==> src/rtl/spi_master_lockgated.sv <==
// rtl/spi_master_lockgated.sv - lock-gated byte-oriented SPI master (mode 0)
// Purpose: shifts BYTE_W-bit words out on MOSI (MSB first) while sampling MISO,
//          with SCK = clk_100mhz / (2*CLK_DIV). Transfers only start while the
//          synchronized PLL lock is high; losing lock aborts a transfer in flight.
// Ports:
//   clk_100mhz, rst_n       : PLL output clock, asynchronous active-low reset
//   pll_lock                : raw PLL lock flag (synchronized internally)
//   tx_data/tx_valid/tx_ready, hold_cs : byte request interface
//   rx_data/rx_valid        : received byte, one-cycle completion pulse
//   busy                    : any state other than IDLE
//   spi_sck/spi_mosi/spi_miso/spi_cs_n : SPI pads (all outputs registered)
module spi_master_lockgated #(
    parameter int BYTE_W  = 8,
    parameter int CLK_DIV = 4
) (
    input  logic              clk_100mhz,
    input  logic              rst_n,
    input  logic              pll_lock,
    input  logic [BYTE_W-1:0] tx_data,
    input  logic              tx_valid,
    output logic              tx_ready,
    input  logic              hold_cs,
    output logic [BYTE_W-1:0] rx_data,
    output logic              rx_valid,
    output logic              busy,
    output logic              spi_sck,
    output logic              spi_mosi,
    input  logic              spi_miso,
    output logic              spi_cs_n
);
    localparam int CNT_W  = (CLK_DIV > 1) ? $clog2(CLK_DIV) : 1;
    localparam int HALF_W = $clog2(2 * BYTE_W);
    localparam logic [CNT_W-1:0]  CNT_MAX  = CNT_W'(CLK_DIV - 1);
    localparam logic [HALF_W-1:0] HALF_MAX = HALF_W'(2 * BYTE_W - 1);

    typedef enum logic [2:0] {
        ST_IDLE  = 3'd0,
        ST_LEAD  = 3'd1,
        ST_SHIFT = 3'd2,
        ST_TRAIL = 3'd3,
        ST_GAP   = 3'd4
    } state_t;

    state_t            state_q, state_d;
    logic              lock_meta_q, lock_meta_d;
    logic              lock_s_q, lock_s_d;
    logic [CNT_W-1:0]  cnt_q, cnt_d;
    logic [HALF_W-1:0] half_q, half_d;
    logic [BYTE_W-1:0] tx_sh_q, tx_sh_d;
    logic [BYTE_W-1:0] rx_sh_q, rx_sh_d;
    logic [BYTE_W-1:0] rx_data_q, rx_data_d;
    logic              rx_valid_q, rx_valid_d;
    logic              hold_q, hold_d;
    logic              sck_q, sck_d;
    logic              mosi_q, mosi_d;
    logic              cs_n_q, cs_n_d;

    logic accept;
    logic wrap;
    logic abort;

    assign tx_ready = (state_q == ST_IDLE) && lock_s_q;
    assign accept   = tx_valid && tx_ready;
    assign wrap     = (cnt_q == CNT_MAX);
    // GAP is excluded so a lock that stays low cannot keep restarting the deselect time.
    assign abort    = !lock_s_q && (state_q != ST_IDLE) && (state_q != ST_GAP);

    assign rx_data  = rx_data_q;
    assign rx_valid = rx_valid_q;
    assign busy     = (state_q != ST_IDLE);
    assign spi_sck  = sck_q;
    assign spi_mosi = mosi_q;
    assign spi_cs_n = cs_n_q;

    // State register
    always_ff @(posedge clk_100mhz or negedge rst_n) begin
        if (!rst_n) begin
            state_q     <= ST_IDLE;
            lock_meta_q <= 1'b0;
            lock_s_q    <= 1'b0;
            cnt_q       <= '0;
            half_q      <= '0;
            tx_sh_q     <= '0;
            rx_sh_q     <= '0;
            rx_data_q   <= '0;
            rx_valid_q  <= 1'b0;
            hold_q      <= 1'b0;
            sck_q       <= 1'b0;
            mosi_q      <= 1'b0;
            cs_n_q      <= 1'b1;
        end else begin
            state_q     <= state_d;
            lock_meta_q <= lock_meta_d;
            lock_s_q    <= lock_s_d;
            cnt_q       <= cnt_d;
            half_q      <= half_d;
            tx_sh_q     <= tx_sh_d;
            rx_sh_q     <= rx_sh_d;
            rx_data_q   <= rx_data_d;
            rx_valid_q  <= rx_valid_d;
            hold_q      <= hold_d;
            sck_q       <= sck_d;
            mosi_q      <= mosi_d;
            cs_n_q      <= cs_n_d;
        end
    end

    // Next state and phase timers. half_q counts SCK half-periods inside SHIFT:
    // even halves have SCK high, odd halves low; the last (odd) half leads to TRAIL.
    always_comb begin
        state_d = state_q;
        cnt_d   = wrap ? '0 : cnt_q + 1'b1;
        half_d  = half_q;
        case (state_q)
            ST_IDLE: begin
                cnt_d = '0;
                if (accept) state_d = ST_LEAD;
            end
            ST_LEAD: begin
                if (wrap) begin
                    state_d = ST_SHIFT;
                    half_d  = '0;
                end
            end
            ST_SHIFT: begin
                if (wrap) begin
                    if (half_q == HALF_MAX) state_d = ST_TRAIL;
                    else                    half_d  = half_q + 1'b1;
                end
            end
            ST_TRAIL: begin
                if (wrap) state_d = hold_q ? ST_IDLE : ST_GAP;
            end
            ST_GAP: begin
                if (wrap) state_d = ST_IDLE;
            end
            default: state_d = ST_IDLE;
        endcase
        if (abort) begin
            state_d = ST_GAP;
            cnt_d   = '0;
        end
    end

    // Datapath and registered pad outputs
    always_comb begin
        lock_meta_d = pll_lock;
        lock_s_d    = lock_meta_q;
        tx_sh_d     = tx_sh_q;
        rx_sh_d     = rx_sh_q;
        rx_data_d   = rx_data_q;
        rx_valid_d  = 1'b0;
        hold_d      = hold_q;
        sck_d       = sck_q;
        mosi_d      = mosi_q;
        cs_n_d      = cs_n_q;
        case (state_q)
            ST_IDLE: begin
                if (accept) begin
                    tx_sh_d = tx_data;
                    hold_d  = hold_cs;
                    cs_n_d  = 1'b0;
                    mosi_d  = tx_data[BYTE_W-1];
                end else if (!lock_s_q) begin
                    cs_n_d = 1'b1;
                end
            end
            ST_LEAD: begin
                // First rising edge: the MSB has been on MOSI since the accept.
                if (wrap) begin
                    sck_d   = 1'b1;
                    rx_sh_d = {rx_sh_q[BYTE_W-2:0], spi_miso};
                end
            end
            ST_SHIFT: begin
                if (wrap) begin
                    if (!half_q[0]) begin
                        // Falling edge: advance to the next MOSI bit.
                        sck_d   = 1'b0;
                        tx_sh_d = {tx_sh_q[BYTE_W-2:0], 1'b0};
                        mosi_d  = tx_sh_q[BYTE_W-2];
                    end else if (half_q != HALF_MAX) begin
                        sck_d   = 1'b1;
                        rx_sh_d = {rx_sh_q[BYTE_W-2:0], spi_miso};
                    end
                end
            end
            ST_TRAIL: begin
                if (wrap) begin
                    rx_valid_d = 1'b1;
                    rx_data_d  = rx_sh_q;
                    if (!hold_q) cs_n_d = 1'b1;
                end
            end
            default: ;
        endcase
        if (abort) begin
            sck_d      = 1'b0;
            cs_n_d     = 1'b1;
            mosi_d     = 1'b0;
            rx_valid_d = 1'b0;
            rx_data_d  = rx_data_q;
        end
    end
endmodule
==> config.mk <==
export PLATFORM = sky130hd
export DESIGN_NAME = spi_master_lockgated
export DESIGN_NICKNAME = d
export VERILOG_FILES = /design/src/rtl/spi_master_lockgated.sv
export SDC_FILE = /design/constraint.sdc
export NUM_CORES = 1
export LEC_CHECK = 0
export BUFFER_PORTS_ARGS = -buffer_cell sky130_fd_sc_hd__buf_2
export CORE_UTILIZATION = 60
export CTS_CLUSTER_DIAMETER = 30
export DETAILED_ROUTE_END_ITERATION = 10
export PLACE_DENSITY = 0.83
export SYNTH_ARGS = -nofsm -noshare
export SYNTH_HDL_FRONTEND = slang
export SYNTH_SLANG_ARGS = --single-unit
==> constraint.sdc <==
create_clock -name clk_100mhz -period 4.6 [get_ports clk_100mhz]
set_input_delay 0.46 -clock clk_100mhz [delete_from_list [all_inputs] [get_ports clk_100mhz]]
set_output_delay 0.46 -clock clk_100mhz [all_outputs]
set_load 0.01 [all_outputs]
=== Word-level counts from Yosys, hierarchy flattened ===
Cells that the tools add are included.
Widths: inputs -> output; s select.

* Register bits: 39
* Input port bits: 14
* Output and inout port bits: 14
* Word-level logic and storage cells: 107

* Add/subtract/negate cells: 2
* Equality and inequality tests: 25
* Multiplexer cells: 45
* Bitwise operators: 1
* Reduce and logical (&&, ||, !) cells: 21

{| class="wikitable"
|+ Operator list
! kind !! number
|-
| $mux 8 || 4
|-
| $ne 3x3->1 const B || 9
|-
| $mux 3 || 8
|-
| $mux 7 || 3
|-
| $reduce_and 4->1 || 5
|-
| $mux 1 || 17
|-
| $pmux 8 s2 || 1
|-
| $pmux 3 s5 || 1
|-
| $ne 2x2->1 const B || 7
|-
| $pmux 7 s2 || 1
|-
| $mux 4 || 3
|-
| $ne 4x4->1 const B || 3
|-
| $reduce_bool 3->1 || 4
|-
| $pmux 4 s2 || 1
|-
| $eq 3x2->1 const B || 2
|-
| $mux 2 || 3
|-
| $pmux 1 s2 || 3
|-
| $reduce_and 6->1 || 1
|-
| $reduce_and 5->1 || 1
|-
| $add 4x1->4 const B || 1
|-
| $eq 4x4->1 const B || 1
|-
| $logic_and 1x1->1 || 4
|-
| $reduce_bool 2->1 || 2
|-
| $eq 3x1->1 const B || 1
|-
| 8 further kinds || 8
|}

=== Longest topological paths before layout ===
* Depth in word-level cells: 6
* Depth in mapped cells: 6
* Gate-level depth less buffers: 5

=== Worst setup path before layout ===
No wires, ideal clock.

* Path kind: register -> register
* From: register half_q[0]
* To: register rx_sh_q[0]
* Library setup time: 125 ps
* Arrival: 1533 ps
* Data required time: 4475 ps
* Path slack: 2942 ps
* Cell stages (with the launch flop): 6
* Buffers on the path: 0
* Period minus slack after synthesis: 1658 ps
* Cell sequence: dfrtp_1 -> ha_1 -> nand2_1 -> o311ai_4 -> nor2_8 -> mux2_4

* Cells in the longest elaborated chain, start to end: 3
* Elaborated cells between the ends (all ways): 4
* Classes of those cells: 3 x eq/ne; 1 x reduce/logical

{| class="wikitable"
|+ Ends and longest elaborated chain
! item !! line !! RTL
|-
| start, declared || 48 || <nowiki>logic [HALF_W-1:0] half_q, half_d;</nowiki>
|-
| start signal, assigned || 96 || <nowiki>half_q <= half_d;</nowiki>
|-
| $ne 4x4->1 || 182 || <nowiki>end else if (half_q != HALF_MAX) begin</nowiki>
|-
| $ne 2x2->1 (no source line) || - ||
|-
| $reduce_and 5->1 (no source line) * || - ||
|-
| end signal, assigned || 98 || <nowiki>rx_sh_q <= rx_sh_d;</nowiki>
|-
| end, declared || 50 || <nowiki>logic [BYTE_W-1:0] rx_sh_q, rx_sh_d;</nowiki>
|}

Mark *: on every way between the ends. The rest lies on a longest branch, timed or not.
A chain may end at the register's enable or synchronous reset.

=== Worst setup path after layout ===
* From: register state_q[0]
* To: output port tx_ready

* Cells in the longest elaborated chain, start to end: 2

{| class="wikitable"
|+ Ends and longest elaborated chain
! item !! line !! RTL
|-
| start, declared || 44 || <nowiki>state_t state_q, state_d;</nowiki>
|-
| start signal, assigned || 92 || <nowiki>state_q <= state_d;</nowiki>
|-
| $logic_not 3->1 || 62 || <nowiki>assign tx_ready = (state_q == ST_IDLE) && lock_s_q;</nowiki>
|-
| $logic_and 1x1->1 || 62 ||
|-
| end, declared || 21 || <nowiki>output logic tx_ready,</nowiki>
|}

No other way between the ends.

==> run summary <==
Run status = finished with violations
Failing checks = DRC
Worst Clk Skew = 17.1 ps
Largest net degree at the start of global routing = 40
CTS tree = yes
Final WL = 3.33 mm
CTS Root Cell = clkbuf_4
Grt ovf = 0
Top-area cell type share of the netlist area = 51.4%
Die ar. = 3310 µm²
Row Count = 19
Critical Path Fanout Max = 11
Chip width = 57.6 µm
Cts bufs inserted = 5
Dominant cells by area after synthesis = dfrtp_1 (51%), mux2_4 (6.5%), mux2_2 (6.1%)
Routed len/inst = 15.8 µm
Initial Util = 65.5%
Initial antenna violation count = 0
Final setup violation count = 0
Fin Setup TNS = 0 ps
Cell area after synthesis = 1850 µm²
Min Clock Period, post-route = 2190 ps
RSZ-0062 raised after global routing = no
Finished layout cell area = 2040 µm²
CP startpoint kind = register
Arr. time, crit path = 1730 ps
Die H = 57.6 µm
CTS Hold Bufs = 0
Post-CTS Repair Setup Buffers = 0
Gate power share = 21.6%
H-tree depth = 2
Crit Path Class = reg -> out
Critical Path Sink Type = output pin
Netlist cell types = 39
Placer Congestion = 0.827
First-pass DRT Iterations = 7
Top FF cell, synth = dfrtp_1
First-pass GRT wire length = 5.66 mm
Pwr/cell area = 396 nW/µm²
Total clock sinks = 39
Area Growth Syn to Fin = 10.2%
Boundary Pins = 28
Worst hold path class = in -> async
Net Sw Power = 260 µW
Pins Over Slew Limit = 0
Max Clk Rate = 456 MHz
Leak = 0.000973 µW
Fraction of layout cells with a size suffix above 1 = 35.6%
Crit share post-route = 47.7%
Clock buffer depth = 2
VDD IR max = 0.252 mV
Clock Pin Slew Worst Setup and Hold Paths = 130 ps
Area of the core = 2830 µm²
Vias per cell = 5.93
Int Pwr = 548 µW
Post-Syn Instances = 151
I/O Buffers = 27
Net Count, Synth = 167
Vias in the first global route = 1,261
Slew HR = 44.1%
ANT cells = 0
Total of max-cap violations = 0
Switch share = 32.2%
Syn Area/Cell = 12.3 µm²
Syn. warnings = 0
Synth area leader = dfrtp_1
Overall routing resource usage = 23.1%
DRC viols = 1
Initial DRC count = 26
Fin nets = 195
Register area share after synthesis = 52.8%
Register share of total power = 57.2%
CTS resizes = 0
Final Hold Vio Count = 0
Clock power share = 21.2%
Slew @ Worst Pin = 838 ps
Via count = 1,252
DPL Wire Length = 2.39 mm
#FFs+latches synth = 39
Post-synth EDFFs = 0
Clock insertion delay at the later pin of the skew report = 350 ps
Post-DRT Antenna Nets = 0
Worst Path Required = 4140 ps
Ys async rst share = 100%
Placed inst area = 1990 µm²
stage by stage:
step	util, %	worst slack [ps]	total power (µW)	hold WS (ps)	std cells
finish	72.1	2410	808	199	211
global route	72.1	2270	858	202	211
global placement	70.2	2750	635	334	203
floorplan	-	2940	592	164	151
CTS	72.1	2400	815	205	211
detailed placement	70.2	2710	646	346	203
kinds of logic (layout without fill, tap and decap cells):
| logic type | count (synthesis) | count (layout) | synth area share [%] |
|---|---|---|---|
| simple gates | 40 | 40 | 12.7 |
| flops | 39 | 39 | 52.8 |
| compound gates | 28 | 28 | 11.4 |
| mux | 25 | 25 | 16.4 |
| buf+inv | 15 | 44 | 4.12 |
| fa+ha+maj | 2 | 2 | 1.35 |
| xor+xnor | 2 | 2 | 1.35 |
final timing paths:
check                                             from                     end  slack (ps)  depth (start not counted)
worst min-delay path                             rst_n  rx_sh_q[2]$_DFFE_PN0P_         200                          1
worst max register to register      cnt_q[0]$_DFF_PN0_  rx_data[4]$_DFFE_PN0P_        2660                          5
worst min register to register   lock_meta_q$_DFF_PN0_      lock_s_q$_DFF_PN0_         370                          0
max in group asynchronous                        rst_n     spi_sck$_DFFE_PN0P_        3870                          1
min in group clk_100mhz                       pll_lock   lock_meta_q$_DFF_PN0_         220                          1
worst max-delay path            state_q[0]$_DFFE_PN0P_                tx_ready        2410                          4
cell usage in the layout (no fill, tap or decap), types with 2 or more instances in the layout:
cell type and instances:
a21oi_1 3, buf_2 27, clkbuf_4 5, dfrtp_1 38, ha_1 2, inv_1 8
mux2_2 10, mux2_4 8, mux2i_1 7, nand2_1 14, nand2b_1 3, nand3_1 2
nand4_1 2, nor2_1 7, nor2b_1 2, nor3_1 2, nor3b_1 2, o21ai_0 9
o21ai_1 4, o21ai_2 3
worst max-delay path, stage by stage, from the launching register on:
cell and delay, ps:
dfrtp_1 570, nor3_1 470, inv_1 110, nor2_1 100, buf_2 130
Yosys cell counts (3+ instances only):
library cell,number
buf_2,4
dfrtp_1,38
o21ai_0,9
o21ai_1,4
nor2_1,7
mux2i_1,7
mux2_4,8
o21ai_2,3
nand2b_1,3
nand2_1,14
mux2_2,10
inv_1,8
a21oi_1,3
power by group through the flow:
stage / sequential [µW] / combinational, µW / clock [µW]
finish: 463 / 174 / 171
global route: 471 / 200 / 187
CTS: 463 / 177 / 175
detailed placement: 469 / 177 / 0
global placement: 466 / 169 / 0
floorplan: 446 / 147 / 0
state kept, by name (all words and copies together) (netlist names):
signal,flops
rx_data,8
rx_sh_q,8
tx_sh_q,7
half_q,4
state_q,3
cnt_q,2
hold_q,1
lock_meta_q,1
lock_s_q,1
rx_valid,1
spi_cs_n,1
spi_mosi,1
spi_sck,1
area by class of cell:
type	instances	area (µm²)
sequential	39	977
multi-input combinational	97	798
fill	181	788
timing repair buffer	28	143
clock buffer	6	41.3
tap	31	38.8
inverter	8	30.0
clock inverter	2	12.5
layer usage:
layer / track usage (%) / share of wire, % / vias up
li1: - / - / 585
met2: 37.9 / 50 / 30
met1: 29.4 / 45 / 633
met4: 10.1 / 1.0 / 0
met3: 5.44 / 3.9 / 4
met5: 0 / 0 / -
(Power assumes the default switching activity.)
